### src/rtl/pipelined_cla_adder.sv
// Two-stage pipelined carry-lookahead add/subtract unit with valid/ready handshakes.
// Stage 1 forms bit and nibble propagate/generate; stage 2 resolves carries, sum and flags.
module pipelined_cla_adder #(
  parameter int WIDTH = 16
) (
  input  logic             clk,
  input  logic             rst_n,
  input  logic             in_valid,
  output logic             in_ready,
  input  logic [WIDTH-1:0] a,
  input  logic [WIDTH-1:0] b,
  input  logic             c_in,
  input  logic             sub,
  output logic             out_valid,
  input  logic             out_ready,
  output logic [WIDTH-1:0] sum,
  output logic             c_out,
  output logic             overflow,
  output logic             P_out,
  output logic             G_out
);

  localparam int NNIB = WIDTH / 4;
  localparam int NSLC = WIDTH / 16;

  // Four-bit lookahead: returns carries c0..c4 from group/bit propagate and generate.
  function automatic logic [4:0] cla4(input logic [3:0] pp, input logic [3:0] gg,
                                      input logic c0);
    logic [4:0] c;
    c[0] = c0;
    c[1] = gg[0] | (pp[0] & c0);
    c[2] = gg[1] | (pp[1] & gg[0]) | (pp[1] & pp[0] & c0);
    c[3] = gg[2] | (pp[2] & gg[1]) | (pp[2] & pp[1] & gg[0]) | (pp[2] & pp[1] & pp[0] & c0);
    c[4] = gg[3] | (pp[3] & gg[2]) | (pp[3] & pp[2] & gg[1]) | (pp[3] & pp[2] & pp[1] & gg[0])
         | (pp[3] & pp[2] & pp[1] & pp[0] & c0);
    return c;
  endfunction

  // Handshake
  logic w_s1_adv, w_s2_adv;
  logic r_s1_valid, r_s2_valid;

  assign w_s2_adv = !r_s2_valid || out_ready;
  assign w_s1_adv = !r_s1_valid || w_s2_adv;
  assign in_ready = w_s1_adv;

  // Stage 1: operand conditioning and propagate/generate
  logic [WIDTH-1:0] w_b_eff, w_p, w_g;
  logic [NNIB-1:0]  w_grp_p, w_grp_g;
  logic             w_cin_eff;

  assign w_b_eff   = sub ? ~b : b;
  assign w_cin_eff = sub ? 1'b1 : c_in;
  assign w_p       = a ^ w_b_eff;
  assign w_g       = a & w_b_eff;

  always_comb begin
    logic [4:0] w_nc;
    // NOTE: every combinational output gets a default first so no path leaves it unassigned and infers a latch.
    w_grp_p = '0;
    w_grp_g = '0;
    w_nc    = '0;
    for (int k = 0; k < NNIB; k++) begin
      w_nc       = cla4(w_p[4*k +: 4], w_g[4*k +: 4], 1'b0);
      w_grp_p[k] = &w_p[4*k +: 4];
      w_grp_g[k] = w_nc[4];
    end
  end

  logic [WIDTH-1:0] r_p, r_g;
  logic [NNIB-1:0]  r_grp_p, r_grp_g;
  logic             r_cin, r_a_msb, r_b_msb;

  // NOTE: registered state uses non-blocking assignments so every flop samples pre-edge values.
  always_ff @(posedge clk or negedge rst_n) begin
    if (!rst_n) begin
      r_s1_valid <= 1'b0;
      r_p        <= '0;
      r_g        <= '0;
      r_grp_p    <= '0;
      r_grp_g    <= '0;
      r_cin      <= 1'b0;
      r_a_msb    <= 1'b0;
      r_b_msb    <= 1'b0;
    end else if (w_s1_adv) begin
      r_s1_valid <= in_valid;
      if (in_valid) begin
        r_p     <= w_p;
        r_g     <= w_g;
        r_grp_p <= w_grp_p;
        r_grp_g <= w_grp_g;
        r_cin   <= w_cin_eff;
        r_a_msb <= a[WIDTH-1];
        r_b_msb <= w_b_eff[WIDTH-1];
      end
    end
  end

  // Stage 2: second-level lookahead per 16-bit slice, slices chained by their carry-out
  logic [WIDTH-1:0] w_carry, w_sum;
  logic             w_c_final, w_g_word;

  always_comb begin
    logic [4:0] w_nib, w_bitc, w_gnib;
    logic       w_slc_c, w_gen_c;
    w_carry = '0;
    w_nib   = '0;
    w_bitc  = '0;
    w_gnib  = '0;
    w_slc_c = r_cin;
    w_gen_c = 1'b0;
    for (int j = 0; j < NSLC; j++) begin
      w_nib = cla4(r_grp_p[4*j +: 4], r_grp_g[4*j +: 4], w_slc_c);
      for (int k = 0; k < 4; k++) begin
        w_bitc = cla4(r_p[16*j + 4*k +: 4], r_g[16*j + 4*k +: 4], w_nib[k]);
        w_carry[16*j + 4*k +: 4] = w_bitc[3:0];
      end
      w_slc_c = w_nib[4];
      w_gnib  = cla4(r_grp_p[4*j +: 4], r_grp_g[4*j +: 4], w_gen_c);
      w_gen_c = w_gnib[4];
    end
    w_c_final = w_slc_c;
    w_g_word  = w_gen_c;
  end

  assign w_sum = r_p ^ w_carry;

  logic [WIDTH-1:0] r_sum;
  logic             r_c_out, r_overflow, r_p_out, r_g_out;

  always_ff @(posedge clk or negedge rst_n) begin
    if (!rst_n) begin
      r_s2_valid <= 1'b0;
      r_sum      <= '0;
      r_c_out    <= 1'b0;
      r_overflow <= 1'b0;
      r_p_out    <= 1'b0;
      r_g_out    <= 1'b0;
    end else if (w_s2_adv) begin
      r_s2_valid <= r_s1_valid;
      if (r_s1_valid) begin
        r_sum      <= w_sum;
        r_c_out    <= w_c_final;
        r_overflow <= (r_a_msb == r_b_msb) && (w_sum[WIDTH-1] != r_a_msb);
        r_p_out    <= &r_p;
        r_g_out    <= w_g_word;
      end
    end
  end

  assign out_valid = r_s2_valid;
  assign sum       = r_sum;
  assign c_out     = r_c_out;
  assign overflow  = r_overflow;
  assign P_out     = r_p_out;
  assign G_out     = r_g_out;

endmodule

### config.mk
export PLATFORM = sky130hd
export DESIGN_NAME = pipelined_cla_adder
export DESIGN_NICKNAME = d
export VERILOG_FILES = /design/src/rtl/pipelined_cla_adder.sv
export SDC_FILE = /design/constraint.sdc
export NUM_CORES = 1
export LEC_CHECK = 0
export ABC_AREA = 1
export CAP_MARGIN = 40
export CORE_ASPECT_RATIO = 0.5
export CORE_MARGIN = 5
export CORE_UTILIZATION = 56
export CTS_CLUSTER_SIZE = 10
export DETAILED_ROUTE_END_ITERATION = 12
export PLACE_DENSITY = 0.82
export SLEW_MARGIN = 20
export SYNTH_ARGS = -nofsm -noshare
export SYNTH_HDL_FRONTEND = slang
export SYNTH_SLANG_ARGS = --single-unit
### constraint.sdc
create_clock -name clk -period 2.1 [get_ports clk]
set_clock_uncertainty 0.05 [all_clocks]
set_input_delay 0.42 -clock clk [delete_from_list [all_inputs] [get_ports clk]]
set_output_delay 0.42 -clock clk [all_outputs]
set_load 0.02 [all_outputs]
======== After elaboration in Yosys (flattened, before gate mapping) ========
Index checks and enable logic that the tools add are counted.
word-level totals
  flip-flop bits (word level) ............. 64
  logic and storage cells ................. 152
  input bits .............................. 38
  output and inout port bits .............. 22
operators by class
  reductions and logical operators ........ 12
  equal/unequal tests ..................... 2
  mux-type cells .......................... 2
  bitwise logic cells ..................... 122
operators with widths
  operator               count
  bitwise AND 1 bit      72
  bitwise OR 1 bit       46
  XOR 16 bit             2
  bitwise AND 16 bit     1
  2-to-1 mux 16 bit      1
  NOT 16 bit             1
  AND reduction 16 bit   1
  AND reduction 4 bit    4
  AND reduction 2 bit    2
  zero test 1 bit        2
  logical OR 1 bit       2
  equality test 1 bit    1
  logical AND 1 bit      1
  2-to-1 mux 1 bit       1
  inequality test 1 bit  1

======== Depth between registers and ports, before layout ========
  depth after elaboration ................. 9
  depth in mapped cells ................... 10
  mapped depth without buffers ............ 10

======== Worst setup path before layout ========
No wires, ideal clock.
  path type ............................... input to register
  from .................................... input sub
  to ...................................... register r_grp_g[0]
  setup time .............................. 0.130 ns
  buffers on the path ..................... 2
  stages .................................. 7
  data arrival time ....................... 1.565 ns
  slack ................................... 0.355 ns
  data required time ...................... 1.920 ns
  cell sequence ........................... buf_2 -> buf_4 -> xor2_1 -> ha_1 -> a21o_1 -> a31oi_1 -> a22oi_1
between the ends
  elaborated cells on any way between the ends .. 11
  those cells by class .................... 1 x mux; 10 x bitwise
RTL lines
  element                 line  text
  start: declaration      13    input logic sub,
  2-to-1 mux 16 bit       52    assign w_b_eff = sub ? ~b : b;
  XOR 16 bit              54    assign w_p = a ^ w_b_eff;
  named net w_p[1]        48    logic [WIDTH-1:0] w_b_eff, w_p, w_g;
  bitwise AND 1 bit       -
  bitwise AND 1 bit       34    c[4] = gg[3] | (pp[3] & gg[2]) | (pp[3] & pp[2] & gg[1]) | (pp[3] & pp[2] & pp[1] & gg[0])
  bitwise OR 1 bit        34
  end signal: assignment  91    r_grp_g <= w_grp_g;
  end: declaration        71    logic [NNIB-1:0] r_grp_p, r_grp_g;
The timed path passes the listed nets, and every way through them passes these cells.
A chain may end at the register's enable or synchronous reset.

======== Final worst setup path ========
  from .................................... input sub
  to ...................................... register r_grp_g[2]
between the ends
  cells in the longest elaborated chain, start to end .. 6
  elaborated cells on any way between the ends .. 11
  those cells by class .................... 1 x mux; 10 x bitwise
ends and longest elaborated chain
  element                                                       line
  2-to-1 mux 16 bit (*)                                         52
  XOR 16 bit (*)                                                54
  named net w_p[11]                                             48
  bitwise AND 1 bit (on tied branches)                          -
  bitwise OR 1 bit (tied with other cells)                      34
  bitwise OR 1 bit / bitwise AND 1 bit (equally long branches)  34
  bitwise OR 1 bit (*)                                          34
Mark *: on every way through the listed nets, which the timed path passes. The rest lies on a longest branch.

==> metrics <==
status=finished clean; Max Fclk=528 MHz; Starting Density=roughly 57%; initial antenna violation count=0; n_diodes=0; Yosys top cell by area=dfrtp_1; synth unique cells=25; ratio of cells with drive above 1 in the final layout=under 10%; max cap viols=0; Chip Width=116 µm; Max-slew headroom=between 70 and 80%; final setup violation count=0; CTS tree=yes; WS Path Type=in -> reg; WHS=about 38 ps; Power Dens Cells=around 1100 mW/mm²; CTS Buf Count=9; CP Max Fanout=13; first-pass GRT wire length=approximately 13 mm; Syn Nets=between 400 and 500; RSZ-0062 raised after global routing=no; GRT Overall Usage=a little under a quarter; vias in the first global route=roughly 2800; Routability Congestion=between 0.8 and 0.9; post-route setup slack=206 ps; final cell count without fillers=511; post-CTS setup buffers=0; post-synthesis register bit count=61; max-slew violations=0; # resized after CTS=0; DRT iter0 DRCs=about 200; mapped cell area=0.00314 mm²; core area=approximately 0.0055 mm²; die area=0.00730 mm²; Avg Synthesized Cell Area=roughly 8.6 µm²; multi-input logic area=0.00146 mm²; CTS Hold Bufs=0; top-area cell type share of the netlist area=approximately 49%; Crit path arrival time=about 2000 ps; HPWL Detailed=between 5 and 6 mm; H-tree depth=3; DRC Markers=0; Worst Tran Pin Value=391 ps; Required @ worst endpoint=roughly 2300 ps; clock-pin slew on the worst setup and hold paths=approximately 50 ps; largest net degree at the start of global routing=62; TNS Setup=0 ps; PortBufs=roughly 60; fin crit share=90.2%; # fillers=between 400 and 500; Layout Area Growth over Synthesis=31.1%; CTS Root Cell=clkbuf_16; Rows=19; Max clock buf depth=2; Antenna Violating Nets Remaining=0; register area=roughly 0.0015 mm²; synth warn=0; final worst path period need=1890 ps; vias=roughly 2800; sequential area share after synthesis=slightly below 50%; worst reg-to-reg path cell count=8; Worst-Skew Late Latency=around 330 ps; startpoint types=input pin; class of the worst hold path=in -> async; first-pass iteration count of the detailed router=5; synth top area cells=dfrtp_1, nand2_1, ha_1; Cells after Synth=367; dpl cells=495; Pleak=2.03 nW; endpoints failing hold=0; VDD IR max=a little under 0.9 mV; Nets=between 400 and 500; Wirelength per Cell=about 15 µm; Die H=63.0 µm; crit end category=flop; global route overflow=0; clock sink count=between 60 and 70; DP Worst Slack=-141 ps; Via density=5.51; routed wire length=around 7.8 mm; IO Count=60
-- layer usage --
layer / global-route usage, % / wire [µm] / vias up
li1: - / - / 1339
met1: 30.0 / 3300 / 1352
met2: 37.6 / 3700 / 106
met3: 8.03 / 653 / 18
met4: 7.67 / 162 / 0
met5: 0 / 0 / -
-- worst max-delay path: stages --
cell,delay [ps]
clkdlybuf4s50_1,510
buf_12,160
xor2_1,180
ha_1,290
nand2_1,80
inv_1,60
a221oi_1,250
a21oi_1,100
-- path summary, 6_finish.rpt --
| kind | from | endpoint | slack, ps |
|---|---|---|---|
| setup / recovery | sub | r_grp_g[2] | 210 |
| hold / removal | rst_n | r_grp_g[2] | 40 |
| setup reg to reg | r_cin | sum[13] | 410 |
| hold reg to reg | sum[2] | sum[2] | 430 |
| max in group asynchronous | rst_n | sum[8] | 1700 |
| min in group clk | sum[2] | sum[2] | 430 |
-- layout by cell type, fill, tap and decap left out, types with 3 or more instances in the layout --
cell,count
dfrtp_1,61
a31oi_1,9
xor2_1,21
o21ai_0,24
buf_12,3
buf_4,6
ha_1,20
a21oi_1,11
nand2_1,130
nor2_1,16
clkbuf_16,9
nand4_1,5
clkinvlp_4,3
inv_1,18
nand3_1,20
nand2_2,6
clkinv_2,4
clkdlybuf4s50_1,57
-- metrics by stage --
stage	cell area, µm²	power, mW	util (%)
4_1_cts	4120	4.50	75.3
2_1_floorplan	3140	2.51	-
3_3_place_gp	3850	3.12	70.4
5_1_grt	4120	4.77	75.3
6_report	4120	4.49	75.3
3_5_place_dp	3850	3.19	70.4
-- layout make-up --
| class | instances | area share, % |
|---|---|---|
| Sequential cell | 61 | 37.1 |
| Clock inverter | 7 | 1.03 |
| Timing Repair Buffer | 68 | 16.8 |
| Clock buffer | 9 | 5.47 |
| Multi-Input combinational cell | 273 | 35.6 |
| Inverter | 20 | 1.82 |
| Tap cell | 73 | 2.22 |
-- cells in the mapped netlist --
library cell and n:
buf_2 10, ha_1 20, o22ai_1 1, nand3_1 20, a221oi_1 1, a22oi_1 2, a21oi_1 11, inv_2 2
dfrtp_1 61, buf_6 1, inv_1 18, nand2_1 130, nor4_1 1, xnor2_1 1, nand3_2 1, xor2_1 21
nand2_2 6, o21ai_1 1, a31oi_1 9, buf_4 2, nor2_1 16, nand4_1 5, o21ai_0 24, or2_2 1
a21o_1 2
-- sequential cells by signal, summed over array words and instances, names as in the netlist --
| signal | count |
|---|---|
| r_p | 16 |
| sum | 16 |
| r_g | 12 |
| r_grp_g | 4 |
| r_grp_p | 4 |
| G_out | 1 |
| P_out | 1 |
| c_out | 1 |
| out_valid | 1 |
| overflow | 1 |
| r_a_msb | 1 |
| r_b_msb | 1 |
| r_cin | 1 |
| r_s1_valid | 1 |
-- power breakdown --
group          leakage [nW]  switching [mW]  total (mW)  internal [mW]
clock network         0.127           0.517        1.30          0.787
registers             0.755           0.226        1.70           1.48
logic                  1.14           0.815        1.48          0.667
-- logic make-up after synthesis --
| logic type | count (synthesis) | synth area share [%] |
|---|---|---|
| AO/OA/AOI/OAI | 51 | 8.96 |
| XOR/XNOR | 22 | 6.13 |
| adder cells (fa/ha/maj) | 20 | 7.96 |
| buffers and inverters | 33 | 4.82 |
| flip-flops | 61 | 48.6 |
| AND/OR/NAND/NOR | 180 | 23.5 |
Power figures use the tool's default switching activity.
